## src/rtl/edge_pkg.sv

```systemverilog
`default_nettype none
// =============================================================================
// edge_pkg : shared edge-mode encodings and clog2 helper for edge_detect_multi
// Revision : 1.0
// =============================================================================
package edge_pkg;

  typedef enum logic [1:0] {
    EDGE_OFF  = 2'b00,
    EDGE_RISE = 2'b01,
    EDGE_FALL = 2'b10,
    EDGE_BOTH = 2'b11
  } edge_mode_e;

  function automatic int clog2(input int value);
    int r;
    r = 0;
    while ((1 << r) < value) r = r + 1;
    return r;
  endfunction

endpackage
`default_nettype wire

```

## src/rtl/edge_chan.sv

```systemverilog
`default_nettype none
// =============================================================================
// edge_chan : one channel - synchroniser, stability filter, edge pulse,
//             sticky flag and saturating event counter
// Revision  : 1.0
// =============================================================================
module edge_chan
  import edge_pkg::*;
#(
  parameter int SYNC_STAGES = 2,
  parameter int FILT_CYCLES = 3,
  parameter int CNT_W       = 8
) (
  input  logic             CLK,
  input  logic             RST,
  input  logic             i_din,
  input  logic [1:0]       i_mode,
  input  logic             i_clr,
  output logic             o_level,
  output logic             o_pulse,
  output logic             o_flag,
  output logic [CNT_W-1:0] o_count
);

  localparam int c_FC_RAW = clog2(FILT_CYCLES + 1);
  localparam int c_FC_W   = (c_FC_RAW < 1) ? 1 : c_FC_RAW;
  localparam logic [c_FC_W-1:0] c_FC_MAX  = c_FC_W'(FILT_CYCLES);
  localparam logic [CNT_W-1:0]  c_CNT_MAX = '1;

  logic [SYNC_STAGES-1:0] r_sync;
  logic [c_FC_W-1:0]      r_fc;
  logic                   r_level;
  logic                   r_pulse;
  logic                   r_flag;
  logic [CNT_W-1:0]       r_count;

  logic       w_s;
  logic       w_chg;
  logic       w_rise;
  logic       w_fall;
  logic       w_pulse_nxt;
  edge_mode_e w_mode;

  assign w_s    = r_sync[SYNC_STAGES-1];
  assign w_chg  = (w_s != r_level) && (r_fc == c_FC_MAX);
  assign w_rise = w_chg & w_s;
  assign w_fall = w_chg & ~w_s;
  assign w_mode = edge_mode_e'(i_mode);

  assign w_pulse_nxt = (w_rise && (w_mode == EDGE_RISE || w_mode == EDGE_BOTH)) ||
                       (w_fall && (w_mode == EDGE_FALL || w_mode == EDGE_BOTH));

  always_ff @(posedge CLK) begin
    if (RST) begin
      r_sync  <= '0;
      r_fc    <= '0;
      r_level <= 1'b0;
      r_pulse <= 1'b0;
      r_flag  <= 1'b0;
      r_count <= '0;
    end else begin
      r_sync <= {r_sync[SYNC_STAGES-2:0], i_din};

      if (w_s == r_level) begin
        r_fc <= '0;
      end else if (w_chg) begin
        r_level <= w_s;
        r_fc    <= '0;
      end else begin
        r_fc <= r_fc + c_FC_W'(1);
      end

      r_pulse <= w_pulse_nxt;

      // A pulse arriving with a clear wins so no event is lost.
      if (r_pulse)    r_flag <= 1'b1;
      else if (i_clr) r_flag <= 1'b0;

      if (i_clr)                               r_count <= CNT_W'(r_pulse);
      else if (r_pulse && r_count != c_CNT_MAX) r_count <= r_count + CNT_W'(1);
    end
  end

  assign o_level = r_level;
  assign o_pulse = r_pulse;
  assign o_flag  = r_flag;
  assign o_count = r_count;

endmodule
`default_nettype wire

```

## src/rtl/edge_detect_multi.sv

```systemverilog
`default_nettype none
// =============================================================================
// edge_detect_multi : N-channel synchronising, glitch-filtered edge detector
// Revision          : 1.0
// =============================================================================
module edge_detect_multi
  import edge_pkg::*;
#(
  parameter int N           = 4,
  parameter int SYNC_STAGES = 2,
  parameter int FILT_CYCLES = 3,
  parameter int CNT_W       = 8
) (
  input  logic               CLK,
  input  logic               RST,
  input  logic [N-1:0]       DIN,
  input  logic [2*N-1:0]     MODE,
  input  logic [N-1:0]       CLR,
  output logic [N-1:0]       LEVEL,
  output logic [N-1:0]       PULSE,
  output logic [N-1:0]       FLAG,
  output logic [N*CNT_W-1:0] COUNT,
  output logic               ANY
);

  for (genvar i = 0; i < N; i++) begin : g_chan
    edge_chan #(
      .SYNC_STAGES(SYNC_STAGES),
      .FILT_CYCLES(FILT_CYCLES),
      .CNT_W      (CNT_W)
    ) u_chan (
      .CLK    (CLK),
      .RST    (RST),
      .i_din  (DIN[i]),
      .i_mode (MODE[2*i +: 2]),
      .i_clr  (CLR[i]),
      .o_level(LEVEL[i]),
      .o_pulse(PULSE[i]),
      .o_flag (FLAG[i]),
      .o_count(COUNT[i*CNT_W +: CNT_W])
    );
  end

  assign ANY = |PULSE;

endmodule
`default_nettype wire

```

## config.mk

```make
export PLATFORM = sky130hd
export DESIGN_NAME = edge_detect_multi
export DESIGN_NICKNAME = d
export VERILOG_FILES = /design/src/rtl/edge_pkg.sv /design/src/rtl/edge_chan.sv /design/src/rtl/edge_detect_multi.sv
export SDC_FILE = /design/constraint.sdc
export NUM_CORES = 1
export LEC_CHECK = 0
export CAP_MARGIN = 10
export CORE_UTILIZATION = 35
export CTS_CLUSTER_DIAMETER = 150
export DETAILED_ROUTE_END_ITERATION = 12
export PLACE_DENSITY = 0.65
export RECOVER_POWER = 25
export SYNTH_ARGS = -nofsm -noshare
export SYNTH_HDL_FRONTEND = slang
export SYNTH_SLANG_ARGS = --single-unit
export TNS_END_PERCENT = 20
```

## constraint.sdc

```tcl
create_clock -name CLK -period 1.6 [get_ports CLK]
set_input_delay 0.24 -clock CLK [delete_from_list [all_inputs] [get_ports CLK]]
set_output_delay 0.24 -clock CLK [all_outputs]
set_load 0.02 [all_outputs]
```

## Word-level counts from Yosys, hierarchy flattened

Cells that the tools add are included.

- Register bits after elaboration: 60
- Input port bits: 18
- Output and inout bits: 45
- Word-level logic and storage cells: 145

- $add $sub $neg: 8
- Equal/unequal tests: 28
- Multiplexer cells: 16
- Bitwise operators: 16
- Reduce and logical (&&, ||, !) cells: 49

Operators with widths:

| operator | number |
|---|---|
| 8-bit by 1-bit adder with 8-bit output, second input constant | 4 |
| 8-bit inequality test, second input constant | 4 |
| 2-bit equality test, second input constant | 12 |
| 1-bit logical AND | 16 |
| 1-bit 2-to-1 mux | 16 |
| 2-bit nonzero test | 8 |
| 1-bit logical OR | 12 |
| 3-bit OR reduction | 4 |
| 2-bit by 1-bit adder with 2-bit output, second input constant | 4 |
| 1-bit AND | 8 |
| 2-bit by 1-bit equality test with 1-bit output, second input constant | 4 |
| 1-bit NOT | 8 |
| 2-bit AND reduction | 4 |
| 2-bit OR reduction | 4 |
| 1-bit equality test | 4 |
| 1-bit inequality test | 4 |
| 4-bit OR reduction | 1 |

## Longest topological paths before layout

Gate-level depths: netlist of run 1.

- Word-level depth: 5
- Depth in mapped cells: 5
- Depth with buffers taken out: 5

## Hierarchy

A second synthesis of run 1 with hierarchy kept.

- Cell total of the unflattened synthesis: 305
- Area total of the unflattened synthesis: 2820.2 µm²

By module, submodules not included:

| module | instances | cells each | area an instance (µm²) | seq. area each (µm²) |
|---|---|---|---|---|
| edge_chan | 4 | 76 | 703.2 | 300.3 |
| edge_detect_multi | 1 | 1 | 7.5 | 0.0 |

## Worst setup path after synthesis of run 1

No wires, ideal clock.

- Kind: reg2reg
- Start: register g_chan[2].u_chan.r_count[0]
- End: register g_chan[2].u_chan.r_count[0]
- Setup time: 0.075 ns
- Arrival: 1.404 ns
- Required time: 1.525 ns
- Path slack: 0.122 ns
- Stages on the path, launching flop included: 6
- Path buffers: 0
- Period minus slack after synthesis: 1.478 ns
- Cells stage by stage: dfxtp_1 -> ha_1 -> nand3_1 -> nor2_1 -> or3b_2 -> a31oi_1

- Longest elaborated chain between the ends: 3
- Elaborated cells between the ends (all ways): 6
- Those cells by class: add/sub (1); eq/ne (1); mux (2); reduce/logical (2)

Ends and longest elaborated chain:

| item | RTL line | source |
|---|---|---|
| from (decl) | edge_chan.sv:35 | `logic [CNT_W-1:0] r_count;` |
| from (signal assigned) | edge_chan.sv:79 | `if (i_clr) r_count <= CNT_W'(r_pulse);` |
| from (signal assigned) | edge_chan.sv:80 | `else if (r_pulse && r_count != c_CNT_MAX) r_count <= r_count + CNT_W'(1);` |
| 8-bit by 1-bit adder with 8-bit output / 8-bit inequality test (equally long branches) | edge_chan.sv:80 |  |
| 1-bit 2-to-1 mux / 1-bit logical AND (equally long branches) | edge_chan.sv:80 |  |
| 1-bit 2-to-1 mux / 2-bit nonzero test (equally long branches) | - |  |

Several ways; a longest one is shown, not always the timed one. The select of a mux whose other input is x is not followed.
A chain may end at the register's enable or synchronous reset.

## Worst setup path in the final report of run 1

- Start: register g_chan[0].u_chan.r_pulse
- End: output port ANY

- Longest elaborated chain between the ends: 1

Ends and longest elaborated chain:

| item | RTL line | source |
|---|---|---|
| from (decl) | edge_chan.sv:33 | `logic r_pulse;` |
| from (signal assigned) | edge_chan.sv:73 | `r_pulse <= w_pulse_nxt;` |
| 4-bit OR reduction | edge_detect_multi.sv:44 | `assign ANY = \|PULSE;` |
| to (decl) | edge_detect_multi.sv:23 | `output logic ANY` |

No other way between the ends.

==> results of run 1 <==
[cells in the mapped netlist, types with 6 or more instances]
master / n
clkbuf_1: 6
o21ai_0: 17
buf_4: 12
ha_1: 8
nand4_1: 8
nor2b_1: 18
dfxtp_1: 60
nor2_1: 37
nand2_1: 13
nor3_1: 8
a21oi_1: 20
inv_1: 9
a31oi_1: 10
nor3b_1: 8
nand3_1: 16
mux2i_1: 6
[routing by layer]
metal	global-route usage	part of all wire	up-vias
met5	0	0	-
met4	0.03763	0.0086	0
met3	0.06061	0.061	4
met2	0.2481	0.47	66
met1	0.1726	0.46	1081
li1	-	-	1224
[cell type report]
class	instances	area (um^2)
Clock buffer	9	123.9
Sequential cell	60	1201
Tap cell	99	123.9
Timing Repair Buffer	76	705.7
Clock inverter	7	76.32
Fill cell	697	3790
Inverter	9	33.78
Multi-Input combinational cell	219	1354
[critical path: stages, from the launching register on]
cell     delay, ns
dfxtp_1       0.31
or4_1         0.50
buf_2         0.18
[flip-flops by register name, indices dropped and copies added (netlist names)]
register               count
g_chan.u_chan.o_level      4
g_chan.u_chan.o_count     32
g_chan.u_chan.r_fc         8
g_chan.u_chan.o_pulse      4
g_chan.u_chan.r_sync       8
g_chan.u_chan.o_flag       4
[timing repair]
item	4_1_cts	5_1_grt
hold endpoints to repair	0	0
setup buffers	0	0
setup endpoints to repair	34	9
resized for setup	36	9
[through the flow]
stage / instance area, um^2 / setup TNS, ns / hold WS [ns] / utilization / setup slack (ns)
finish: 3618 / 0 / 0.4233 / 0.4884 / 0.04465
global route: 3618 / -0.02380 / 0.4323 / 0.4884 / -0.02380
CTS: 3606 / -0.09160 / 0.4271 / 0.4867 / -0.09160
detailed placement: 3446 / -0.01530 / 0.4104 / 0.4651 / -0.01530
global placement: 3446 / -0.008784 / 0.4072 / 0.4651 / -0.008784
floorplan: 2728 / 0 / 0.3682 / - / 0.1215
[cells in the final DEF (no fill, tap or decap), types with 12 or more instances in the layout]
| cell type | netlist | final |
|---|---|---|
| buf_4 | 12 | 12 |
| nand3_1 | 16 | 15 |
| o21ai_0 | 17 | 17 |
| clkdlybuf4s50_1 | 0 | 19 |
| dfxtp_1 | 60 | 60 |
| nand2_1 | 13 | 13 |
| dlygate4sd2_1 | 0 | 33 |
| a21oi_1 | 20 | 20 |
| nor2b_1 | 18 | 18 |
| nor2_1 | 37 | 37 |
[cells by family (layout without fill, tap and decap cells)]
group / count (synthesis) / in the layout / share of synthesized area
multiplexers: 6 / 6 / 0.02202
AND/OR/NAND/NOR: 134 / 134 / 0.2647
AO/OA/AOI/OAI: 65 / 65 / 0.1518
flip-flops: 60 / 60 / 0.4404
adder cells (fa/ha/maj): 8 / 8 / 0.03670
buffers and inverters: 32 / 101 / 0.06513
XOR/XNOR: 6 / 6 / 0.01927
[final timing paths]
path | end | slack, ns
worst max-delay path | ANY | 0.04
worst min-delay path | g_chan[1].u_chan.r_fc[0]$_SDFF_PP0_ | 0.42
worst max register to register | g_chan[3].u_chan.o_count[0]$_SDFFE_PP0P_ | 0.12
worst min register to register | g_chan[1].u_chan.r_fc[0]$_SDFF_PP0_ | 0.42
[power by group]
part           internal, uW  leakage [uW]  switching [uW]
combinational          66.4       0.00101            48.0
clock                   726     0.0000958             636
sequential             1510      0.000485            5.33
==> metrics.txt, run 1 <==
status=completed; Layout Skew=between 0.008 and 0.009 ns; largest net degree at the start of global routing=19; Rel. slew slack=0.7563; dpl cells=~460; Max Root-Sink Buffers=2; grt total ovfl=0; max_cap viols=0; GP Congestion=just over 0.8; CP Launch Type=flop; yosys warns=0; Post-synth EDFFs=0; Synth area leader=dfxtp_1; cell count after synthesis=about 310; row cnt=31; Starting Density=0.3682; Pins Over Slew Limit=0; Mapped Area=~2700 um^2; Reg-to-Reg Start=g_chan[3].u_chan.o_count[0]$_SDFFE_PP0P_; CTS buffer count=9; Worst Hold Class=flop to flop; Cell Count, Final, Fillers Out=approximately 480; minimum clock period after layout=approximately 1.6 ns; Synth cell types=between 40 and 50; Syn-to-layout area delta=32.66%; Max rail drop VDD=0.6763 mV; syn nets=approximately 340; hold wc startpoint=g_chan[1].u_chan.r_fc[0]$_SDFF_PP0_; critical path arrival=1.32 ns; I/O pin cnt=63; wirelength, routed=5847 um; Root Buffer=clkbuf_8; Crit Path Max Fanout=2; wire per inst=~12 um; Seq/Total Area, Yosys=0.4404; RSZ-0062 raised after global routing=yes; Worst Tran Pin Value=roughly 0.37 ns; Reg clk slew, reported paths=about 0.07 ns; Main synth FF type=dfxtp_1; launch point of the worst path=g_chan[0].u_chan.o_pulse$_SDFF_PP0_; Die Ht=around 90 um; antenna diode count=0; most area-consuming cells after synthesis=dfxtp_1 (44%), nor2_1 (5.1%), nor2b_1 (4.1%); crit end category=output port; Synth Area per Inst=about 8.8 um^2; Peak Freq=about 0.64 GHz; vias in the first global route=around 2.2k; Worst Path Required=1.36 ns; die footprint=8150 um^2; nets@finish=between 400 and 500; core box area=approximately 7400 um^2; Crit Path Category=flop to output port; initial antenna violation count=0; Leak=roughly 0.0016 uW; width of the die=~90 um; Hold Path Depth=1; clk_lat worst skew=approximately 0.33 ns; Post-synth ARST share=0; final hold vios=0; share of layout cells above drive strength 1=0.1053; GR Util All Layers=0.1472; Tcrit/Tclk final=0.9721; ANT nets after route=0; clk sinks=60; Design Power=between 2000 and 3000 uW; H-tree Lvls=3; top-area cell type share of the netlist area=0.4404; drt pass-1 iters=4; IO Port Bufs=62; setup violators final=0; via/cell ratio=slightly below 5; worst-case reg-to-reg path depth=5; PwrDens=~830 nW/um^2; post-DP HPWL=between 4000 and 5000 um; detailed router's first-iteration violation count=70; Hold-fix buffers, CTS=0; #FFs+latches synth=60; TritonCTS clock tree=built; first-pass GRT wire length=roughly 9800 um; vias=~2.4k; DR DRC count=0
(Power assumes the default switching activity.)
==> run 2: changes to the inputs <==
--- a/config.mk
+++ b/config.mk
@@ -11,6 +11,7 @@
 export DETAILED_ROUTE_END_ITERATION = 12
 export PLACE_DENSITY = 0.65
 export RECOVER_POWER = 25
+export REMOVE_ABC_BUFFERS = 1
 export SYNTH_ARGS = -nofsm -noshare
 export SYNTH_HDL_FRONTEND = slang
 export SYNTH_SLANG_ARGS = --single-unit
==> metrics.txt, run 2 (synthesis gave the netlist of run 1 again) <==
status=completed; Worst Hold Class=flop to flop; top routing layer used=met4; Leak=between 0.0015 and 0.002 uW; setup violators final=0; ANT nets after route=0; GP Congestion=0.8345; Rel. slew slack=0.7148; initial antenna violation count=0; clk_lat worst skew=0.33 ns; RSZ-0062 raised after global routing=yes; wirelength, routed=5751 um; CTS buffer count=9; drt pass-1 iters=4; critical path arrival=roughly 1.3 ns; placed cell area=around 3400 um^2; Crit Path Category=flop to output port; met2 WL=between 2000 and 3000 um; nets@finish=between 400 and 500; H-tree Lvls=3; slowest cell on the critical path=or4_4; core box area=approximately 7400 um^2; wire per inst=12.01 um; commonest non-fill, non-tap cells in the layout=dfxtp_1 (59), nor2_1 (37), dlygate4sd2_1 (30), a21oi_1 (20), clkdlybuf4s50_1 (20); clk sinks=60; width of the die=90.28 um; crit path cell chain=or4_4 > buf_6; Root Buffer=clkbuf_8; slowest cell delay on critical path=roughly 0.54 ns; area of the multi-input gates=1353 um^2; met3 WL=312 um; row cnt=31; vias=roughly 2.4k; via/cell ratio=between 5 and 6; DR DRC count=0; antenna diode count=0; first-pass GRT wire length=9563 um; fill cell count=approximately 720; post-DP HPWL=slightly above 4000 um; Pins Over Slew Limit=0; CP Launch Type=flop; storage element area=roughly 1200 um^2; Crit Path Max Fanout=2; I/O pin cnt=63; share of layout cells above drive strength 1=0.1000; Hold-fix buffers, CTS=0; PwrDens=778.0 nW/um^2; largest net degree at the start of global routing=18; Syn-to-layout area delta=31.74%; die footprint=a little over 8000 um^2; max FFs per register=32; Reg clk slew, reported paths=~0.060 ns; Min Hold Slack=roughly 0.42 ns; Worst Tran Pin Value=~0.43 ns; Layout Skew=between 0.008 and 0.009 ns; post-layout instance area=around 3600 um^2; TNS Setup=0 ns; Max Root-Sink Buffers=2; fin util=0.4851; TritonCTS clock tree=built; Starting Density=0.3682; Tcrit/Tclk final=0.9811; Post-Route M1 WL=2688 um; Worst Path Required=between 1 and 1.5 ns; Design Power=2796 uW; commonest non-fill, non-tap cell in the layout=dfxtp_1; Peak Freq=0.6371 GHz; crit end category=output port; GR Util All Layers=0.1450; final hold vios=0; grt total ovfl=0; Max rail drop VDD=0.4610 mV; minimum clock period after layout=approximately 1.6 ns; max_cap viols=0; IO Port Bufs=between 60 and 70; detailed router's first-iteration violation count=77; vias in the first global route=between 2k and 2.5k; Die Ht=90.28 um
## run 2: path summary, 6_finish.rpt
check | cells after the start | endpoint | slack (ns) | from
max | 2 | ANY | 0.03 | g_chan[2].u_chan.o_pulse$_SDFF_PP0_
max reg2reg | 5 | g_chan[2].u_chan.o_count[0]$_SDFFE_PP0P_ | 0.13 | g_chan[2].u_chan.o_count[1]$_SDFFE_PP0P_
min | 1 | g_chan[1].u_chan.r_fc[0]$_SDFF_PP0_ | 0.42 | g_chan[1].u_chan.r_fc[0]$_SDFF_PP0_
min reg2reg | 1 | g_chan[1].u_chan.r_fc[0]$_SDFF_PP0_ | 0.42 | g_chan[1].u_chan.r_fc[0]$_SDFF_PP0_
## run 2: power breakdown
group	internal, uW	switching (uW)
clock	634	541
combinational	62.0	46.8
sequential	1510	5.65
total	2200	594
## run 2: layout make-up
| cell class | count | share of cell area |
|---|---|---|
| clock inverters | 2 | 0.002786 |
| multi-input cells | 219 | 0.3764 |
| repair buffers | 77 | 0.1981 |
| flip-flops and latches | 60 | 0.3346 |
| clock buffers | 13 | 0.04422 |
| well taps | 99 | 0.03447 |
| inverters | 9 | 0.009401 |
## run 2: timing repair
item                                    in CTS  in global routing
endpoints found under the setup margin      31                 10
pin swaps                                    0                  1
gates cloned                                 0                  0
buffers inserted                             0                  0
resized for setup                           34                 13
## run 2: worst max-delay path, delay by kind of cell (launching register included)
family	cells	cell delay, ns
AND/OR/NAND/NOR	1	0.54
flip-flops	1	0.31
buffers and inverters	1	0.15
## run 2: per-stage QoR
stage / worst slack [ns] / instances
detailed placement: -0.02410 / 464
finish: 0.03028 / 479
global placement: -0.003252 / 464
global route: -0.02881 / 479
floorplan: 0.1219 / 288
CTS: -0.001012 / 479
## run 2: layer usage
layer / vias up / track usage
met4: 0 / 0.05645
li1: 1229 / -
met5: - / 0
met2: 42 / 0.2341
met1: 1118 / 0.1708
met3: 11 / 0.05976
==> run 3: changes to the inputs <==
--- a/config.mk
+++ b/config.mk
@@ -5,7 +5,7 @@
 export SDC_FILE = /design/constraint.sdc
 export NUM_CORES = 1
 export LEC_CHECK = 0
-export CAP_MARGIN = 10
+export CAP_MARGIN = 20
 export CORE_UTILIZATION = 35
 export CTS_CLUSTER_DIAMETER = 150
 export DETAILED_ROUTE_END_ITERATION = 12
==> results of run 3 <==
The final DEF is identical to that of run 2; final timing and power are the same.
==> patch 1: new RTL, config.mk and constraints of run 3 <==
`CNT_W` is set to 8 in 2 places; all go to 10.
--- a/src/rtl/edge_chan.sv
+++ b/src/rtl/edge_chan.sv
@@ -11,3 +11,3 @@
   parameter int FILT_CYCLES = 3,
-  parameter int CNT_W       = 8
+  parameter int CNT_W       = 10
 ) (
--- a/src/rtl/edge_detect_multi.sv
+++ b/src/rtl/edge_detect_multi.sv
@@ -11,3 +11,3 @@
   parameter int FILT_CYCLES = 3,
-  parameter int CNT_W       = 8
+  parameter int CNT_W       = 10
 ) (
Interface: changed (resized COUNT); port bits go from 63 to 71. The function was not compared with the original's and may differ.
==> patch 1 against run 3 <==
Setup slack better by 24 ps. Synthesized area is 14% higher. Sequential cell count rose by 8. Final area grew 14%. Sequential power up 13%. Critical path depth did not move. Maximum frequency is 1.6% higher. Largest power group unchanged. Total power up 8.2%. Routed wire length up 19%. Global-route usage is 1.3 points higher. Core utilization grew 0.26 points. Largest cell class unchanged.
==> patch 1: results (changes against run 3) <==
stage	metric	value	unit	change
place	gp weighted congestion	0.873		+4.6%
drt	via count	2805		+17%
layout	fin nets	460		+14%
sta	clk_skew	11.1	ps	+2.41 ps
synth	register area share after synthesis	43.9	%	-0.095 points
grt	met2 Use GR	25.8	%	+2.4 points
grt	met3 track demand over resource	3.16	%	-2.8 points
worst_setup_path	Max stage delay on crit path	500	ps	-40 ps
run_status	status	finished, final reports clean		
power_and_ir_drop	Lkg Pwr	1.84	nW	+15%
worst_setup_path	slowest CP cell	or4_1		
synth	Ys Warns	0		unchanged
layout	Filler cells	846		+17%
place	HPWL Detailed	5060	µm	+22%
sta	worst-margin pin slew	476	ps	+48.7 ps
layout	layout cell share with drive strength beyond 1	9.57	%	-0.43 points
grt	global-route wire length before repair	11400	µm	+19%
place	pre-CTS setup slack	-12.9	ps	+11.2 ps
drt	DRT Wirelength	6850	µm	+19%
worst_setup_path	R2R depth	5		unchanged
grt	GRT met1 Usage	20.5	%	+3.4 points
power_and_ir_drop	Peak VDD IR	0.587	mV	+27%
power_and_ir_drop	P_int	2.36	mW	+6.9%
synth	Synth cell types	46		+2.2%
drt	DR iter-0 viols	73		-5.2%
synth	ranking of synthesized cells by area	dfxtp_1, nor2_1, a21oi_1		
grt	Global Route Usage Sum	15.8	%	+1.3 points
grt	vias in the first global route	2534		+19%
worst_setup_path	crit path DAT	1310	ps	-20 ps
drt	drt pass-1 iters	4		unchanged
-- patch 1: cell types whose count changed after synthesis, sizes merged, moves of 4 or more --
cell    delta
xnor2      +4
xor2       +4
dfxtp      +8
nand2      +4
nor2       +8
a31oi      -4
clkbuf     +4
or3        +7
-- patch 1: area by class of cell --
class / count / area share (%)
multi-input combinational: 251 / 38.1
sequential: 68 / 33.3
timing repair buffer: 92 / 20.1
clock buffer: 11 / 3.46
tap: 105 / 3.21
inverter: 12 / 1.10
clock inverter: 5 / 0.673
-- patch 1: stage by stage --
| stage | instances | area [µm²] |
|---|---|---|
| 4_1_cts | 544 | 4070 |
| 3_3_place_gp | 528 | 3950 |
| 3_5_place_dp | 528 | 3950 |
| 6_report | 544 | 4090 |
| 5_1_grt | 544 | 4090 |
| 2_1_floorplan | 331 | 2950 |
-- patch 1: path summary, 6_finish.rpt --
kind | slack [ps] | start | end
setup reg to reg | 120 | g_chan[2].u_chan.o_count[0] | g_chan[2].u_chan.o_count[9]
hold / removal | 420 | g_chan[2].u_chan.r_fc[0] | g_chan[2].u_chan.r_fc[0]
setup / recovery | 50 | g_chan[0].u_chan.o_pulse | ANY
hold reg to reg | 420 | g_chan[2].u_chan.r_fc[0] | g_chan[2].u_chan.r_fc[0]
-- patch 1: cells by family after synthesis --
kind of cell | count (synthesis) | synth area share [%]
buf+inv | 38 | 6.22
flops | 68 | 43.9
xor+xnor | 14 | 3.96
fa+ha+maj | 8 | 3.23
compound gates | 71 | 14.9
simple gates | 152 | 25.8
mux | 6 | 1.94
-- patch 1: power by group through the flow --
stage	combinational, mW	sequential, mW	clock, mW
floorplan	0.0360	1.75	0
global placement	0.110	1.75	0
detailed placement	0.113	1.75	0
CTS	0.113	1.71	1.25
global route	0.122	1.71	1.33
finish	0.108	1.71	1.21
-- patch 1: repair_timing --
item | CTS | global route
buffers inserted | 0 | 0
pin swaps | 0 | 0
gates cloned | 0 | 0
resized for setup | 41 | 13
hold buffers | 0 | 0
endpoints found under the setup margin | 38 | 14
-- patch 1: layer usage --
layer / share of wire, % / routed length [µm]
met4: 1.3 / 87
met2: 46 / 3130
met1: 49 / 3340
met3: 4.1 / 283
met5: 0 / 0
==> patch 2: new RTL, flow settings as in run 3 <==
Made on the original files. Make the reset (`RST`) asynchronous in one clocked block.
--- a/src/rtl/edge_chan.sv
+++ b/src/rtl/edge_chan.sv
@@ -52,3 +52,3 @@
 
-  always_ff @(posedge CLK) begin
+  always_ff @(posedge CLK or posedge RST) begin
     if (RST) begin
Function: differs if RST is asserted again (counterexample within 10 cycles, from zero or initial values and one cycle with RST high); with RST held inactive, the same outputs for 10 cycles.
==> patch 2 against run 3 <==
Final area is 7.7% higher. First-iteration DRC count increased by 56%. Synthesized area is 11% higher. Sequential cell count unchanged. Setup slack gained 33 ps. Routed wire length grew 8.1%.
Power is not compared: it rests on default switching activity, and its combinational part moved more than twofold at a synthesized area within 25%.
==> patch 2: results (changes against run 3) <==
stage	metric	value	unit	change
run_status	status	finished, final reports clean		
grt	Global Route Usage Sum	15.1	%	+0.62 points
worst_hold_path	Hold Path Class	reg2reg		
worst_setup_path	CP Max Fanout	2		unchanged
drt	DR iter-0 viols	120		+56%
power_and_ir_drop	Lkg Pwr	1.86	nW	
synth	mux cell area share after synthesis	4.31	%	+2.1 points
worst_setup_path	Max stage delay on crit path	610	ps	+70 ps
synth	Synth cell types	44		-2.2%
layout	max reg flops	32		unchanged
clock_tree	post-CTS setup buffers	0		unchanged
place	HPWL Detailed	4430	µm	+6.7%
clock_tree	CTS max path bufs	2		unchanged
place	gp weighted congestion	0.791		-5.3%
clock_tree	Root Driver	clkbuf_8		
clock_tree	H-tree depth	3		unchanged
synth	Ys Warns	0		unchanged
layout	Filler cells	796		+10%
clock_tree	worst-skew pair later-pin latency	330	ps	about the same
synth	commonest cells in the netlist	dfrtp_1, inv_1		
worst_setup_path	slowest CP cell	clkdlybuf4s50_1		
drt	via count	2393		-0.29%
power_and_ir_drop	Peak VDD IR	0.725	mV	
drt	drt pass-1 iters	4		unchanged
grt	vias in the first global route	2243		+5.6%
grt	largest net degree at the start of global routing	61		+43
drt	drt wl/cell	13.5	µm	+12%
synth	ys async rst share	100	%	+100 points
synth	Compound-Gate Fraction of Synth Area	13.5	%	-1.7 points
die	DIE AREA	0.00899	mm²	+10%
synth	register area share after synthesis	49.8	%	+5.7 points
place	area of placed instances	0.00376	mm²	+9.2%
place	buffers added on ports	62		unchanged
sta	clk_skew	7.59	ps	-1.09 ps
grt	global-route wire length before repair	10500	µm	+10%
synth	XOR/XNOR Fraction of Synth Area	1.16	%	-0.77 points
synth	most common cell in the netlist	dfrtp_1		
worst_setup_path	CP top delay family	buffers and inverters		
layout	fin nets	378		-6.0%
synth	adder-cell share of the synthesized area	3.32	%	-0.35 points
sta	worst-margin pin slew	815	ps	+388 ps
place	pre-CTS setup slack	75.4	ps	+99.5 ps
clock_tree	Clock transition at path regs	70	ps	
layout	layout cell share with drive strength beyond 1	12.9	%	+2.9 points
synth	ranking of synthesized cells by area	dfrtp_1, buf_4, ha_1		
layout	Antenna Cells	0		unchanged
grt	initial antenna violation count	0		unchanged
clock_tree	TritonCTS buffer count	9		unchanged
worst_setup_path	crit path DAT	1300	ps	-30 ps
==> patch 2: final timing paths <==
kind / startpoint / to / slack [ps] / depth (start not counted)
hold / removal: g_chan[2].u_chan.r_sync[0] / g_chan[2].u_chan.r_sync[1] / 350 / 0
min in group asynchronous: RST / g_chan[3].u_chan.o_count[3] / 610 / 3
max in group asynchronous: RST / g_chan[1].u_chan.o_count[4] / 450 / 3
setup / recovery: g_chan[0].u_chan.o_flag / FLAG[0] / 60 / 1
setup reg to reg: g_chan[1].u_chan.o_count[1] / g_chan[1].u_chan.o_count[5] / 110 / 3
hold reg to reg: g_chan[2].u_chan.r_sync[0] / g_chan[2].u_chan.r_sync[1] / 350 / 0
==> patch 2: repair_timing <==
action	in CTS	in global routing
resized for setup	38	6
endpoints found under the setup margin	38	5
cloned	0	0
==> patch 2: final cells by class <==
class,instances,area share (%)
Timing Repair Buffer,80,18.4
Clock inverter,6,1.07
Clock buffer,10,3.30
Multi-Input combinational cell,185,33.5
Tap cell,105,3.39
Inverter,16,1.55
Sequential cell,60,38.8
==> patch 2: logic make-up (layout without fill, tap and decap cells) <==
family,after synthesis,in the layout
xor gates and xnor gates,4,4
DFF,60,60
adders and majority gates,8,8
buffers and inverters,42,112
AOI/OAI and AO/OA,58,58
and+or+nand+nor,103,103
muxes,12,12
==> patch 2: worst register-to-register path: stages (launching register included) <==
cell	delay, ps
dfrtp_1	410
ha_1	290
a2111oi_4	320
mux2_1	360
==> patch 2: per-stage QoR <==
stage | instances | total power [mW] | util, %
floorplan | 261 | 2.30 | -
global placement | 446 | 2.67 | 45.3
CTS | 462 | 3.83 | 46.7
global route | 462 | 3.99 | 46.6
finish | 462 | 3.75 | 46.6
detailed placement | 446 | 2.70 | 45.3
==> patch 2: report_power, final <==
part | total [mW] | internal (mW) | leakage, nW | switching [mW]
Clock | 1.17 | 0.558 | 0.0783 | 0.607
Sequential | 1.83 | 1.70 | 0.802 | 0.136
Combinational | 0.757 | 0.371 | 0.984 | 0.387
==> patch 2: layer usage <==
layer  global-route usage [%]  part of all wire [%]  routed length, µm  vias to the layer above
li1                         -                     -                  -                     1180
met1                     20.2                    46               2870                     1146
met2                     23.4                    48               2980                       63
met3                     5.15                   5.2                326                        4
met4                     3.79                  0.68                 42                        0
met5                        0                     0                  0                        -
